`config.mk`:
```
export PLATFORM = sky130hd
export DESIGN_NAME = apb_master_ctrl
export DESIGN_NICKNAME = d
export VERILOG_FILES = /design/src/rtl/apb_pkg.sv /design/src/rtl/apb_addr_decode.sv /design/src/rtl/apb_master_ctrl.sv
export SDC_FILE = /design/constraint.sdc
export NUM_CORES = 1
export LEC_CHECK = 0
export ABC_AREA = 1
export CAP_MARGIN = 30
export CORE_MARGIN = 4
export CORE_UTILIZATION = 40
export CTS_CLUSTER_SIZE = 20
export DETAILED_ROUTE_END_ITERATION = 7
export PLACE_DENSITY = 0.86
export SYNTH_ARGS = -nofsm -noshare
export SYNTH_HDL_FRONTEND = slang
export SYNTH_SLANG_ARGS = --single-unit
```
`constraint.sdc`:
```
create_clock -name Hclk -period 3.71 [get_ports Hclk]
set_clock_uncertainty 0.05 [all_clocks]
set_input_delay 0.5565 -clock Hclk [delete_from_list [all_inputs] [get_ports Hclk]]
set_output_delay 0.5565 -clock Hclk [all_outputs]
set_load 0.01 [all_outputs]
```
`src/rtl/apb_pkg.sv`:
```
// apb_pkg: shared FSM encoding and slave address map for the APB initiator
package apb_pkg;
    typedef enum logic [1:0] {IDLE, SETUP, ACCESS} apb_state_t;
    localparam int NSLAVES = 3;
    localparam logic [31:0] SLV_BASE  [NSLAVES] = '{32'h8000_0000, 32'h8400_0000, 32'h8800_0000};
    localparam logic [31:0] SLV_LIMIT [NSLAVES] = '{32'h83FF_FFFF, 32'h87FF_FFFF, 32'h8BFF_FFFF};
endpackage

```
`src/rtl/apb_addr_decode.sv`:
```
// apb_addr_decode: byte address to one-hot slave select plus a miss flag
module apb_addr_decode
    import apb_pkg::*;
#(
    parameter int ADDR_W = 32
) (
    input  logic [ADDR_W-1:0]  addr,
    output logic [NSLAVES-1:0] sel,
    output logic               miss
);
    // each slave claims its inclusive base..limit window
    always_comb begin
        sel = '0;
        for (int i = 0; i < NSLAVES; i++)
            sel[i] = addr >= ADDR_W'(SLV_BASE[i]) && addr <= ADDR_W'(SLV_LIMIT[i]);
    end
    assign miss = ~|sel;
endmodule

```
`src/rtl/apb_master_ctrl.sv`:
```
// apb_master_ctrl: single-command APB initiator with SETUP/ACCESS sequencing and one-cycle responses
module apb_master_ctrl
    import apb_pkg::*;
#(
    parameter int ADDR_W = 32,
    parameter int DATA_W = 32
) (
    input  logic               Hclk,
    input  logic               Hresetn,
    input  logic               cmd_valid,
    output logic               cmd_ready,
    input  logic               cmd_write,
    input  logic [ADDR_W-1:0]  cmd_addr,
    input  logic [DATA_W-1:0]  cmd_wdata,
    output logic               rsp_valid,
    output logic               rsp_err,
    output logic [DATA_W-1:0]  rsp_rdata,
    output logic [NSLAVES-1:0] Pselx,
    output logic               Penable,
    output logic               Pwrite,
    output logic [ADDR_W-1:0]  Paddr,
    output logic [DATA_W-1:0]  PWdata,
    input  logic [DATA_W-1:0]  PRdata
);
    apb_state_t state, state_n;
    logic [NSLAVES-1:0] sel;
    logic miss, acc, rdy_q, pend;

    apb_addr_decode #(.ADDR_W(ADDR_W)) u_dec (.addr(cmd_addr), .sel(sel), .miss(miss));

    assign cmd_ready = rdy_q && state != SETUP;
    assign acc = cmd_valid && cmd_ready;

    // state register; rdy_q keeps cmd_ready low until the first edge after reset
    always_ff @(posedge Hclk or negedge Hresetn) begin
        if (!Hresetn) begin
            state <= IDLE;
            rdy_q <= 1'b0;
        end else begin
            state <= state_n;
            rdy_q <= 1'b1;
        end
    end

    // SETUP always advances; otherwise an accepted hit starts a transfer
    always_comb begin
        state_n = state;
        state_n = (state == SETUP) ? ACCESS : (acc && !miss) ? SETUP : IDLE;
    end

    // APB bus registers: load on hit, strobe in ACCESS, release select after ACCESS
    always_ff @(posedge Hclk or negedge Hresetn) begin
        if (!Hresetn) begin
            Pselx   <= '0;
            Penable <= 1'b0;
            Pwrite  <= 1'b0;
            Paddr   <= '0;
            PWdata  <= '0;
        end else if (acc && !miss) begin
            Pselx   <= sel;
            Penable <= 1'b0;
            Pwrite  <= cmd_write;
            Paddr   <= cmd_addr;
            PWdata  <= cmd_wdata;
        end else if (state == SETUP) begin
            Penable <= 1'b1;
        end else if (state == ACCESS) begin
            Pselx   <= '0;
            Penable <= 1'b0;
        end
    end

    // responses: a finishing transfer wins, a colliding miss waits one cycle in pend
    always_ff @(posedge Hclk or negedge Hresetn) begin
        if (!Hresetn) begin
            rsp_valid <= 1'b0;
            rsp_err   <= 1'b0;
            rsp_rdata <= '0;
            pend      <= 1'b0;
        end else if (state == ACCESS) begin
            rsp_valid <= 1'b1;
            rsp_err   <= 1'b0;
            rsp_rdata <= Pwrite ? '0 : PRdata;
            pend      <= acc && miss;
        end else begin
            rsp_valid <= pend || (acc && miss);
            rsp_err   <= pend || (acc && miss);
            rsp_rdata <= '0;
            pend      <= pend && acc && miss;
        end
    end
endmodule

```
== Yosys cells after proc, flatten, opt, wreduce, memory -nomap -nowiden ==
Cells that the tools add are included.

* Register bits: 107
* Bits of input ports: 100
* Output and inout port bits: 104

* $lt $le $gt $ge: 6
* Equal/unequal tests: 4
* Multiplexer cells: 13
* Reduce and logical (&&, ||, !) cells: 15

{| class="wikitable"
|+ Operators with widths
! kind !! number
|-
| 32-bit >= comparator (second input constant) || 3
|-
| 32-bit <= comparator (second input constant) || 3
|-
| 32-bit two-way mux || 2
|-
| 1-bit logical AND || 9
|-
| 3-bit two-way mux || 3
|-
| 1-bit two-way mux || 7
|-
| 3-bit nonzero test || 1
|-
| 3-bit OR reduction || 1
|-
| 2-bit by 1-bit == test with 1-bit output (second input constant) || 1
|-
| 2-bit == test (second input constant) || 1
|-
| 2-bit two-way mux || 1
|-
| 2-bit by 1-bit != test with 1-bit output (second input constant) || 1
|-
| 2-bit != test (second input constant) || 1
|-
| 2-bit AND reduction || 1
|-
| 2-bit nonzero test || 1
|-
| 1-bit logical NOT || 1
|-
| 1-bit logical OR || 1
|}

== Longest topological paths before layout ==
Gate-level depths: netlist of the first run.

* Word-level depth: 7
* Depth in mapped cells: 10
* Mapped depth without buffers: 9

== Modules after synthesis ==
From an unflattened synthesis of the first run, not the netlist that was laid out.

* Cells, all modules: 435
* Area total of the unflattened synthesis: 3998.8 µm²

{| class="wikitable"
|+ Modules (own cells, without submodules)
! module !! times used !! cells each !! area each (µm²) !! sequential area each (µm²)
|-
| apb_master_ctrl || 1 || 415 || 3912.5 || 2677.6
|-
| apb_addr_decode || 1 || 20 || 86.3 || 0.0
|}

== Worst setup path after synthesis of the first run ==
No wires, ideal clock.

* Path kind: input -> register
* Start: input cmd_addr[28]
* End: register PWdata[28]
* Library setup time: 0.116 ns
* Data arrival time: 1.363 ns
* Required time: 3.544 ns
* Slack: 2.180 ns
* Stages: 9
* Path buffers: 1
* Path through: nor2_2 -> nand2_1 -> inv_1 -> nand4_1 -> nand3_2 -> nand2_4 -> buf_6 -> nand2_2 -> nand2_1

* Longest elaborated chain between the ends: 4
* Elaborated cells on any way between the ends: 11

{| class="wikitable"
|+ Ends and longest elaborated chain
! what !! line !! RTL
|-
| start, declared || apb_master_ctrl.sv:13 || <nowiki>input logic [ADDR_W-1:0] cmd_addr,</nowiki>
|-
| 32-bit >= comparator / 32-bit <= comparator (equally long branches) || apb_addr_decode.sv:15 || <nowiki>sel[i] = addr >= ADDR_W'(SLV_BASE[i]) && addr <= ADDR_W'(SLV_LIMIT[i]);</nowiki>
|-
| 1-bit logical AND || apb_addr_decode.sv:15 ||
|-
| 3-bit OR reduction * || apb_addr_decode.sv:17 || <nowiki>assign miss = ~|sel;</nowiki>
|-
| 1-bit logical AND * || apb_master_ctrl.sv:59 || <nowiki>end else if (acc && !miss) begin</nowiki>
|-
| end signal, assigned || apb_master_ctrl.sv:64 || <nowiki>PWdata <= cmd_wdata;</nowiki>
|-
| end, declared || apb_master_ctrl.sv:22 || <nowiki>output logic [DATA_W-1:0] PWdata,</nowiki>
|}

Every way passes the cells marked *; elsewhere a longest branch is shown, timed or not.
A chain may end at the register's enable or synchronous reset.

== Worst setup path in the final report of the first run ==
* Start: input cmd_addr[28]
* End: register Paddr[26]

* Longest elaborated chain between the ends: 4
* Elaborated cells on any way between the ends: 11

{| class="wikitable"
|+ Ends and longest elaborated chain
! what !! line !! RTL
|-
| 32-bit >= comparator / 32-bit <= comparator (equally long branches) || apb_addr_decode.sv:15 ||
|-
| 1-bit logical AND || apb_addr_decode.sv:15 ||
|-
| 3-bit OR reduction * || apb_addr_decode.sv:17 ||
|-
| 1-bit logical AND * || apb_master_ctrl.sv:59 ||
|-
| end signal, assigned || apb_master_ctrl.sv:63 || <nowiki>Paddr <= cmd_addr;</nowiki>
|-
| end, declared || apb_master_ctrl.sv:21 || <nowiki>output logic [ADDR_W-1:0] Paddr,</nowiki>
|}

Marks and branches as above.

==> impl_metrics.csv, run 1 <==
group,metric,value,unit
floorplan,io_pins,204,
timing,hold_viol_final,0,
timing,worst_slew_pin_slew,876.3,ps
global_route,antenna_found_initial,0,
global_route,overflow,0,
setup_path,crit_top_cell,"nand2_1",
timing,setup_viol,0,
global_route,busiest_layer,"met2",
pwr,leakage,3.075,nW
route,drt-pass1-iter-count,5,
placed_design,portBuffers,203,
finish,final_cells,759,
timing,finalMaxSlewViolations,0,
timing,rsz0062_at_grt,"no",
global_route,grtUsageMet3,0.06687,
floorplan,row_count,36,
finish,final_common_cell,"nand2_1",
status,status,"finished, final reports clean",
route,antenna_left,0,
synth,synthCells,424,
setup_path,slowest_delay,550,ps
placed_design,place_hpwl,8247,µm
timing,fin_crit_sh,0.5855,
timing,timing.final.ws_setup,1538,ps
clocking,path_clk_slew,90,ps
synth,netlist-cell-type-count,23,
route,routed_wl,10970,µm
clocking,cts_buffers,9,
placed_design,placedInstanceArea,6140,µm²
global_route,grt_start_max_net_pins,64,
setup_path,path_cells,"clkdlybuf4s50_1 -> nor2_2 -> o2111ai_2 -> nor2_4 -> buf_4 -> nand2_1 -> nand2_1",
setup_path,r2r-start,"state[0]$_DFF_PN0_",
setup_path,crit_required,3950,ps
global_route,grt_usage,0.1895,
placed_design,numPlacedInstances,744,
route,post-route-drc-count,0,
synth,dominantRegCellSynth,"dfrtp_1",
timing,fin_tns_setup,0,ps
timing,min_period,2172,ps
setup_path,slowest_stage,"buf_4",
clocking,cts_sinks,107,
setup_path,endpoint_kind,"register",
setup_path,path_max_fanout,59,
setup_path,crit_buf_inv,2,
setup_path,cp-startpoint,"cmd_addr[28]",
floorplan,coreArea,9774,µm²
synth,yosysSeqAreaShare,0.6642,
floorplan,die_y,108.4,µm
route,drt_iter0_markers,181,
synth,avgSynthCellArea,9.508,µm²
finish,design_area,6334,µm²
synth,synth_edf_count,0,
global_route,grt_pass1_wl,17240,µm
clocking,cts_setup_buffers,0,
timing,holdWs,134.2,ps
setup_path,critPathKind,"input pin to register",
clocking,holdBufCountCts,0,
finish,layout.nets,722,
setup_path,crit_family,"buffers and inverters",
global_route,grt_pass1_vias,3539,
clocking,clk_latency,350,ps
synth,netlist_area,4031,µm²
global_route,grtUsageMet1,0.2245,
placed_design,place_ws,1150,ps
synth,async_reset_ff_frac,1.000,
pwr,power.density,435.4,nW/µm²
floorplan,dieWidth,108.4,µm
flow_run,maxCapViolCount,0,
finish,final_cell_mix,"nand2_1, clkdlybuf4s50_1, dfrtp_1",
clocking,root_buffer,"clkbuf_8",
clocking,cts-resized-gates,0,
placed_design,place.gp.congestion,0.7324,
floorplan,die-area,11750,µm²
route,wire_per_inst,14.46,µm
clocking,clk_path_buf_depth,2,
pwr,ir_drop,173.8,µV
worst_hold_path,hold_path_class,"input pin to async pin",
timing,relSlewSlack,0.4151,
setup_path,worstSetupStartpointType,"input pin",
setup_path,arrival,2410,ps
timing,fmax,460.4,MHz
finish,drive_above_1_share,0.06550,
route,vias,3468,
finish,antenna_cells,0,
synth,ys_ff_latch,107,
synth,syn_nets,524,
global_route,use_met2,0.3197,
clocking,cts_tree,"done",
synth,yosys_warnings,0,
clocking,htree_num_levels,3,
finish,area_growth,57.11,%
floorplan,start_util,0.4124,
route,vias_per_cell,4.569,
-- per-stage QoR --
stage	util	total power [mW]
floorplan	-	1.614
CTS	0.6480	2.795
global route	0.6480	2.912
detailed placement	0.6281	2.078
global placement	0.6253	2.051
finish	0.6480	2.757
-- synth_stat cells, types with 2 or more instances --
cell type	instances	share of area
dfrtp_1	107	0.66
nor2_4	3	0.0084
inv_2	2	0.0019
or2_2	2	0.0031
a21oi_1	2	0.0025
nand3_1	7	0.0087
nand2_2	11	0.017
buf_1	2	0.0019
buf_6	6	0.017
buf_2	5	0.0062
nand2_1	211	0.20
inv_1	12	0.011
nor2_1	38	0.035
clkbuf_1	4	0.0037
buf_4	3	0.0056
nor2_2	2	0.0031
-- power breakdown --
group          leakage, nW  internal, mW  switching [mW]
combinational         1.55         0.385           0.283
clock               0.0995         0.346           0.367
sequential            1.43          1.30          0.0770
-- area by class of cell --
type	count	area, µm²
clock inverter	2	35.03
timing repair buffer	207	2079
fill	806	3441
clock buffer	13	158.9
tap	133	166.4
multi-input combinational	283	1164
sequential	107	2678
inverter	14	52.55
-- per-layer routing --
layer / share of wire / routed length [µm]
met2: 0.50 / 5515
met1: 0.39 / 4273
met5: 0 / 0
met3: 0.093 / 1025
met4: 0.014 / 159
-- worst paths after layout --
check,endpoint,slack [ps],cells past startpoint
min in group Hclk,Paddr[22]$_DFFE_PN0P_,420,2
max in group asynchronous,rsp_rdata[3]$_DFF_PN0_,2570,3
hold / removal,Paddr[6]$_DFFE_PN0P_,130,1
hold reg to reg,Paddr[22]$_DFFE_PN0P_,420,2
setup reg to reg,Paddr[26]$_DFFE_PN0P_,1900,8
setup / recovery,Paddr[26]$_DFFE_PN0P_,1540,7
-- flip-flops by register name, indices dropped and copies added, names as in the netlist --
signal and flops:
PWdata 32, Paddr 32, rsp_rdata 32, Pselx 3
state 2, Penable 1, Pwrite 1, pend 1
rdy_q 1, rsp_err 1, rsp_valid 1
-- logic make-up after synthesis --
| logic type | after synthesis | share of synthesized area |
|---|---|---|
| simple gates | 278 | 0.2803 |
| flops | 107 | 0.6642 |
| compound gates | 4 | 0.007447 |
| buf+inv | 34 | 0.04717 |
| other cells | 1 | 0.0009302 |
Power figures use the tool's default switching activity.
==> run 2: changes to the inputs <==
- CORE_UTILIZATION: 40 -> 36
- PLACE_DENSITY: 0.86 -> 0.82
- clock period: 3.71 -> 1.9 ns (I/O delays scaled with it)
==> run 2 against run 1 <==
Net effect:
- count of clock-buffer cells in the layout shrank 1
- sequential power grew 95%
- global-route usage shrank 2.5 points
- critical path type is now register to output pin
==> impl_metrics.csv, run 2 (synthesis results as in run 1) <==
group,metric,value,unit
clocking,cts_sinks,107,
setup_path,crit_required,1560,ps
finish,layout.nets,727,
placed_design,place_hpwl,8064,µm
floorplan,io_pins,204,
clocking,cts_tree,"done",
setup_path,worstRegToRegCells,8,
route,post-route-drc-count,0,
global_route,overflow,0,
setup_path,path_cells,"clkdlybuf4s50_1",
timing,fin_tns_setup,0,ps
floorplan,start_util,0.3703,
global_route,grt_pass1_wl,16960,µm
finish,drive_above_1_share,0.07132,
setup_path,crit_buf_inv,1,
timing,timing.final.ws_setup,274.9,ps
floorplan,coreArea,10890,µm²
timing,holdWs,394.3,ps
setup_path,endpoint_kind,"output pin",
floorplan,die_y,113.8,µm
finish,fillers,952,
clocking,clk_path_buf_depth,2,
flow_run,maxCapViolCount,0,
timing,hold_viol_final,0,
clocking,root_buffer,"clkbuf_8",
global_route,grt_pass1_vias,3600,
placed_design,numPlacedInstances,755,
timing,fmax,615.4,MHz
setup_path,path_max_fanout,2,
route,drt-pass1-iter-count,4,
placed_design,placedInstanceArea,6208,µm²
worst_hold_path,hold_path_class,"input pin to register",
placed_design,place.gp.congestion,0.7866,
worst_hold_path,hold_path_depth,3,
setup_path,slowest_stage,"clkdlybuf4s50_1",
setup_path,crit_family,"buffers and inverters",
finish,final_cells,771,
floorplan,die-area,12960,µm²
finish,design_area,6381,µm²
pwr,power.density,813.7,nW/µm²
floorplan,row_count,38,
timing,relSlewSlack,0.6053,
route,antenna_left,0,
floorplan,dieWidth,113.8,µm
route,vias_per_cell,4.485,
clocking,clk_latency,350,ps
finish,antenna_cells,0,
route,vias,3458,
pwr,leakage,3.107,nW
route,wire_per_inst,13.70,µm
setup_path,arrival,1290,ps
setup_path,worstSetupStartpointType,"register",
finish,final_cell_mix,"nand2_1, clkdlybuf4s50_1, dfrtp_1",
global_route,antenna_found_initial,0,
finish,area_growth,58.29,%
timing,fin_crit_sh,0.8553,
setup_path,path_depth,1,
clocking,path_clk_slew,90,ps
finish,multi_input_area,1164,µm²
timing,setup_viol,0,
status,status,"finished, final reports clean",
finish,reg_top3,"PWdata: 32 flops, Paddr: 32 flops, rsp_rdata: 32 flops",
setup_path,critPathKind,"register to output pin",
placed_design,place_ws,-0.7440,ps
timing,rsz0062_at_grt,"no",
global_route,grt_start_max_net_pins,108,
pwr,ir_drop,415.1,µV
global_route,grt_usage,0.1643,
placed_design,portBuffers,203,
route,routed_wl,10560,µm
timing,finalMaxSlewViolations,0,
route,drt_iter0_markers,132,
timing,worst_slew_pin_slew,592.1,ps
clocking,htree_num_levels,3,
setup_path,slowest_delay,550,ps
clocking,cts_buffers,9,
finish,final_common_cell,"nand2_1",
timing,min_period,1625,ps
finish,ff_latch_area,2678,µm²
## run 2: per-stage QoR
step	power [mW]	utilization
finish	5.192	0.5861
global placement	4.013	0.5702
CTS	5.282	0.5858
global route	5.501	0.5861
floorplan	3.151	-
detailed placement	4.057	0.5702
## run 2: routing by layer
| layer | GRT usage | up-vias | wire length [µm] |
|---|---|---|---|
| met1 | 0.1808 | 1610 | 4097 |
| li1 | - | 1670 | - |
| met3 | 0.05517 | 30 | 959 |
| met2 | 0.2862 | 148 | 5204 |
| met4 | 0.07680 | 0 | 298 |
| met5 | 0 | - | 0 |
## run 2: path summary, 6_finish.rpt
path / start / end / slack [ps]
max: PWdata[28]$_DFFE_PN0P_ / PWdata[28] / 270
min: PRdata[16] / rsp_rdata[16]$_DFF_PN0_ / 390
max reg2reg: state[1]$_DFF_PN0_ / Paddr[7]$_DFFE_PN0P_ / 520
min reg2reg: Paddr[16]$_DFFE_PN0P_ / Paddr[16]$_DFFE_PN0P_ / 430
max in group asynchronous: Hresetn / Paddr[12]$_DFFE_PN0P_ / 860
min in group asynchronous: Hresetn / Paddr[0]$_DFFE_PN0P_ / 450
## run 2: cell type report
type,instances,share of cell area
well taps,140,0.02745
clock buffers,12,0.02275
inverters,14,0.008235
multi-input cells,283,0.1824
repair buffers,212,0.3373
flip-flops and latches,107,0.4196
clock inverters,3,0.002353
## run 2: worst min-delay path: stages
cell and delay (ps):
clkdlybuf4s50_1 390, nand2_1 60, nor2_1 30
## run 2: repair_timing
item | in CTS | in global routing
hold endpoints to repair | 107 | 0
setup buffers | 0 | 0
resized for setup | 0 | 1
hold buffers | 1 | 0
setup endpoints to repair | 0 | 1
## run 2: power by group
part	total (mW)	switching, mW	internal [mW]
combinational	1.30	0.548	0.757
sequential	2.69	0.149	2.54
clock	1.20	0.700	0.501
==> run 3: changes to the inputs <==
- CELL_PAD_IN_SITES_DETAIL_PLACEMENT: unset -> 0
- CELL_PAD_IN_SITES_GLOBAL_PLACEMENT: unset -> 2
- CORE_ASPECT_RATIO: unset -> 1.1
- CORE_UTILIZATION: 36 -> 20
==> run 3 against run 2 <==
Net effect:
- sequential share of layout area decreased by 2.1 points
- count of clock-buffer cells in the layout down 3
- combinational power about the same
- highest routed layer unchanged
- wire length rose by 15%
- die area increased by 74%
- register-to-register slack got worse by 60 ps
- via count is 0.64% lower
- global-route usage shrank 5.8 points
- critical endpoint is now Pselx[0]
- critical path depth unchanged
- worst hold slack worse by 0.91 ps
==> impl_metrics.csv, run 3 (synthesis results as in run 1) <==
group,metric,value,unit
placed_design,place_ws,-20.90,ps
setup_path,endpoint_kind,"output pin",
timing,hold_viol_final,0,
clocking,cts_sinks,107,
pwr,ir_drop,453.4,µV
finish,reg_top3,"PWdata: 32 flops, Paddr: 32 flops, rsp_rdata: 32 flops",
placed_design,place_hpwl,9395,µm
global_route,overflow,0,
route,post-route-drc-count,0,
global_route,grt_pass1_vias,3683,
worst_hold_path,hold_path_class,"input pin to async pin",
route,drt-pass1-iter-count,6,
pwr,power.density,894.0,nW/µm²
global_route,grt_start_max_net_pins,53,
timing,min_period,1665,ps
pwr,clkPwrFrac,0.330,
finish,final_util,0.3390,
floorplan,die-area,22490,µm²
floorplan,row_count,54,
finish,final_cells,890,
setup_path,path_max_fanout,2,
setup_path,critPathKind,"register to output pin",
placed_design,numPlacedInstances,873,
setup_path,slowest_stage,"clkdlybuf4s50_1",
placed_design,placedInstanceArea,6381,µm²
finish,ff_latch_area,2678,µm²
status,status,"finished, final reports clean",
global_route,antenna_found_initial,0,
clocking,clk_path_buf_depth,2,
floorplan,dieWidth,143.4,µm
route,routed_wl,12130,µm
placed_design,portBuffers,203,
timing,setup_viol,0,
pwr,pwr-share-seq,0.451,
pwr,p_sw_frac,0.2576,
setup_path,slowest_delay,620,ps
finish,final_common_cell,"nand2_1",
finish,layout.nets,733,
floorplan,coreArea,19800,µm²
finish,final_cell_mix,"nand2_1, clkdlybuf4s50_1, dfrtp_1",
timing,fmax,600.5,MHz
pwr,p_int,4.453,mW
setup_path,path_depth,1,
timing,rsz0062_at_grt,"no",
setup_path,crit_buf_inv,1,
route,antenna_left,0,
pwr,leakage,3.201,nW
clocking,clk_latency,350,ps
route,drt_iter0_markers,100,
route,wire_per_inst,13.63,µm
timing,timing.final.ws_setup,234.7,ps
finish,multi_input_area,1164,µm²
clocking,root_buffer,"clkbuf_16",
placed_design,place.gp.congestion,0.7313,
setup_path,worstSetupStartpointType,"register",
finish,antenna_cells,0,
finish,design_area,6710,µm²
clocking,htree_num_levels,3,
global_route,grt_pass1_wl,18640,µm
setup_path,worstRegToRegCells,9,
finish,drive_above_1_share,0.08464,
setup_path,arrival,1330,ps
route,vias_per_cell,3.861,
clocking,cts_buffers,9,
timing,fin_crit_sh,0.8765,
finish,fillers,1988,
setup_path,reg2reg_setup_slack,460,ps
global_route,grt_usage,0.1067,
clocking,cts_tree,"done",
pwr,comb_power_share,0.220,
setup_path,crit_family,"buffers and inverters",
clocking,path_clk_slew,70,ps
pwr,p_switching,1.545,mW
timing,finalMaxSlewViolations,0,
setup_path,path_cells,"clkdlybuf4s50_1",
route,vias,3436,
floorplan,die_y,156.9,µm
finish,area_growth,66.45,%
flow_run,maxCapViolCount,0,
setup_path,crit_required,1560,ps
floorplan,start_util,0.2036,
timing,fin_tns_setup,0,ps
floorplan,io_pins,204,
-- run 3: cell types whose count changed in the layout (fill, tap and decap cells not counted) --
cell	before	now
bufinv_16	0	2
clkbuf_16	0	9
clkbuf_1	2	0
buf_4	5	12
clkbuf_8	10	0
buf_12	4	3
clkinvlp_4	0	1
inv_6	0	1
-- run 3: final timing paths --
| kind | startpoint | endpoint |
|---|---|---|
| setup / recovery | Pselx[0]$_DFFE_PN0P_ | Pselx[0] |
| hold / removal | Hresetn | PWdata[2]$_DFFE_PN0P_ |
| setup reg to reg | state[0]$_DFF_PN0_ | PWdata[7]$_DFFE_PN0P_ |
| hold reg to reg | Paddr[21]$_DFFE_PN0P_ | Paddr[21]$_DFFE_PN0P_ |
| max in group asynchronous | Hresetn | PWdata[1]$_DFFE_PN0P_ |
| min in group Hclk | PRdata[18] | rsp_rdata[18]$_DFF_PN0_ |
-- run 3: cell type report --
| class | instances | share of cell area |
|---|---|---|
| timing repair buffer | 218 | 0.3256 |
| inverter | 14 | 0.007831 |
| clock buffer | 9 | 0.03356 |
| multi-input combinational | 283 | 0.1734 |
| clock inverter | 7 | 0.01361 |
| tap | 252 | 0.04699 |
| sequential | 107 | 0.3990 |
-- run 3: power groups by stage --
stage / Sequential [mW] / Clock (mW) / Combinational [mW]
global placement: 2.74 / 0 / 1.32
finish: 2.70 / 1.98 / 1.32
detailed placement: 2.75 / 0 / 1.34
global route: 2.74 / 2.16 / 1.45
floorplan: 2.85 / 0 / 0.303
CTS: 2.71 / 2.08 / 1.35
-- run 3: metrics by stage --
stage               hold slack [ps]  power, mW
floorplan                    -60.59      3.151
global placement              223.1      4.061
detailed placement            231.9      4.091
CTS                           385.6      6.136
global route                  391.1      6.343
finish                        393.4      5.999
-- run 3: per-layer routing --
layer | part of all wire | GRT usage | up-vias
li1 | - | - | 1683
met1 | 0.38 | 0.1157 | 1606
met2 | 0.48 | 0.1804 | 134
met3 | 0.12 | 0.05044 | 13
met4 | 0.021 | 0.04170 | 0
met5 | 0 | 0 | -
-- run 3: timing repair --
action                                  in CTS  in global routing
hold endpoints to repair                    32                  0
endpoints found under the setup margin       0                  1
setup buffers                                0                  0
gates resized for setup                      0                  1
hold buffers                                 1                  0
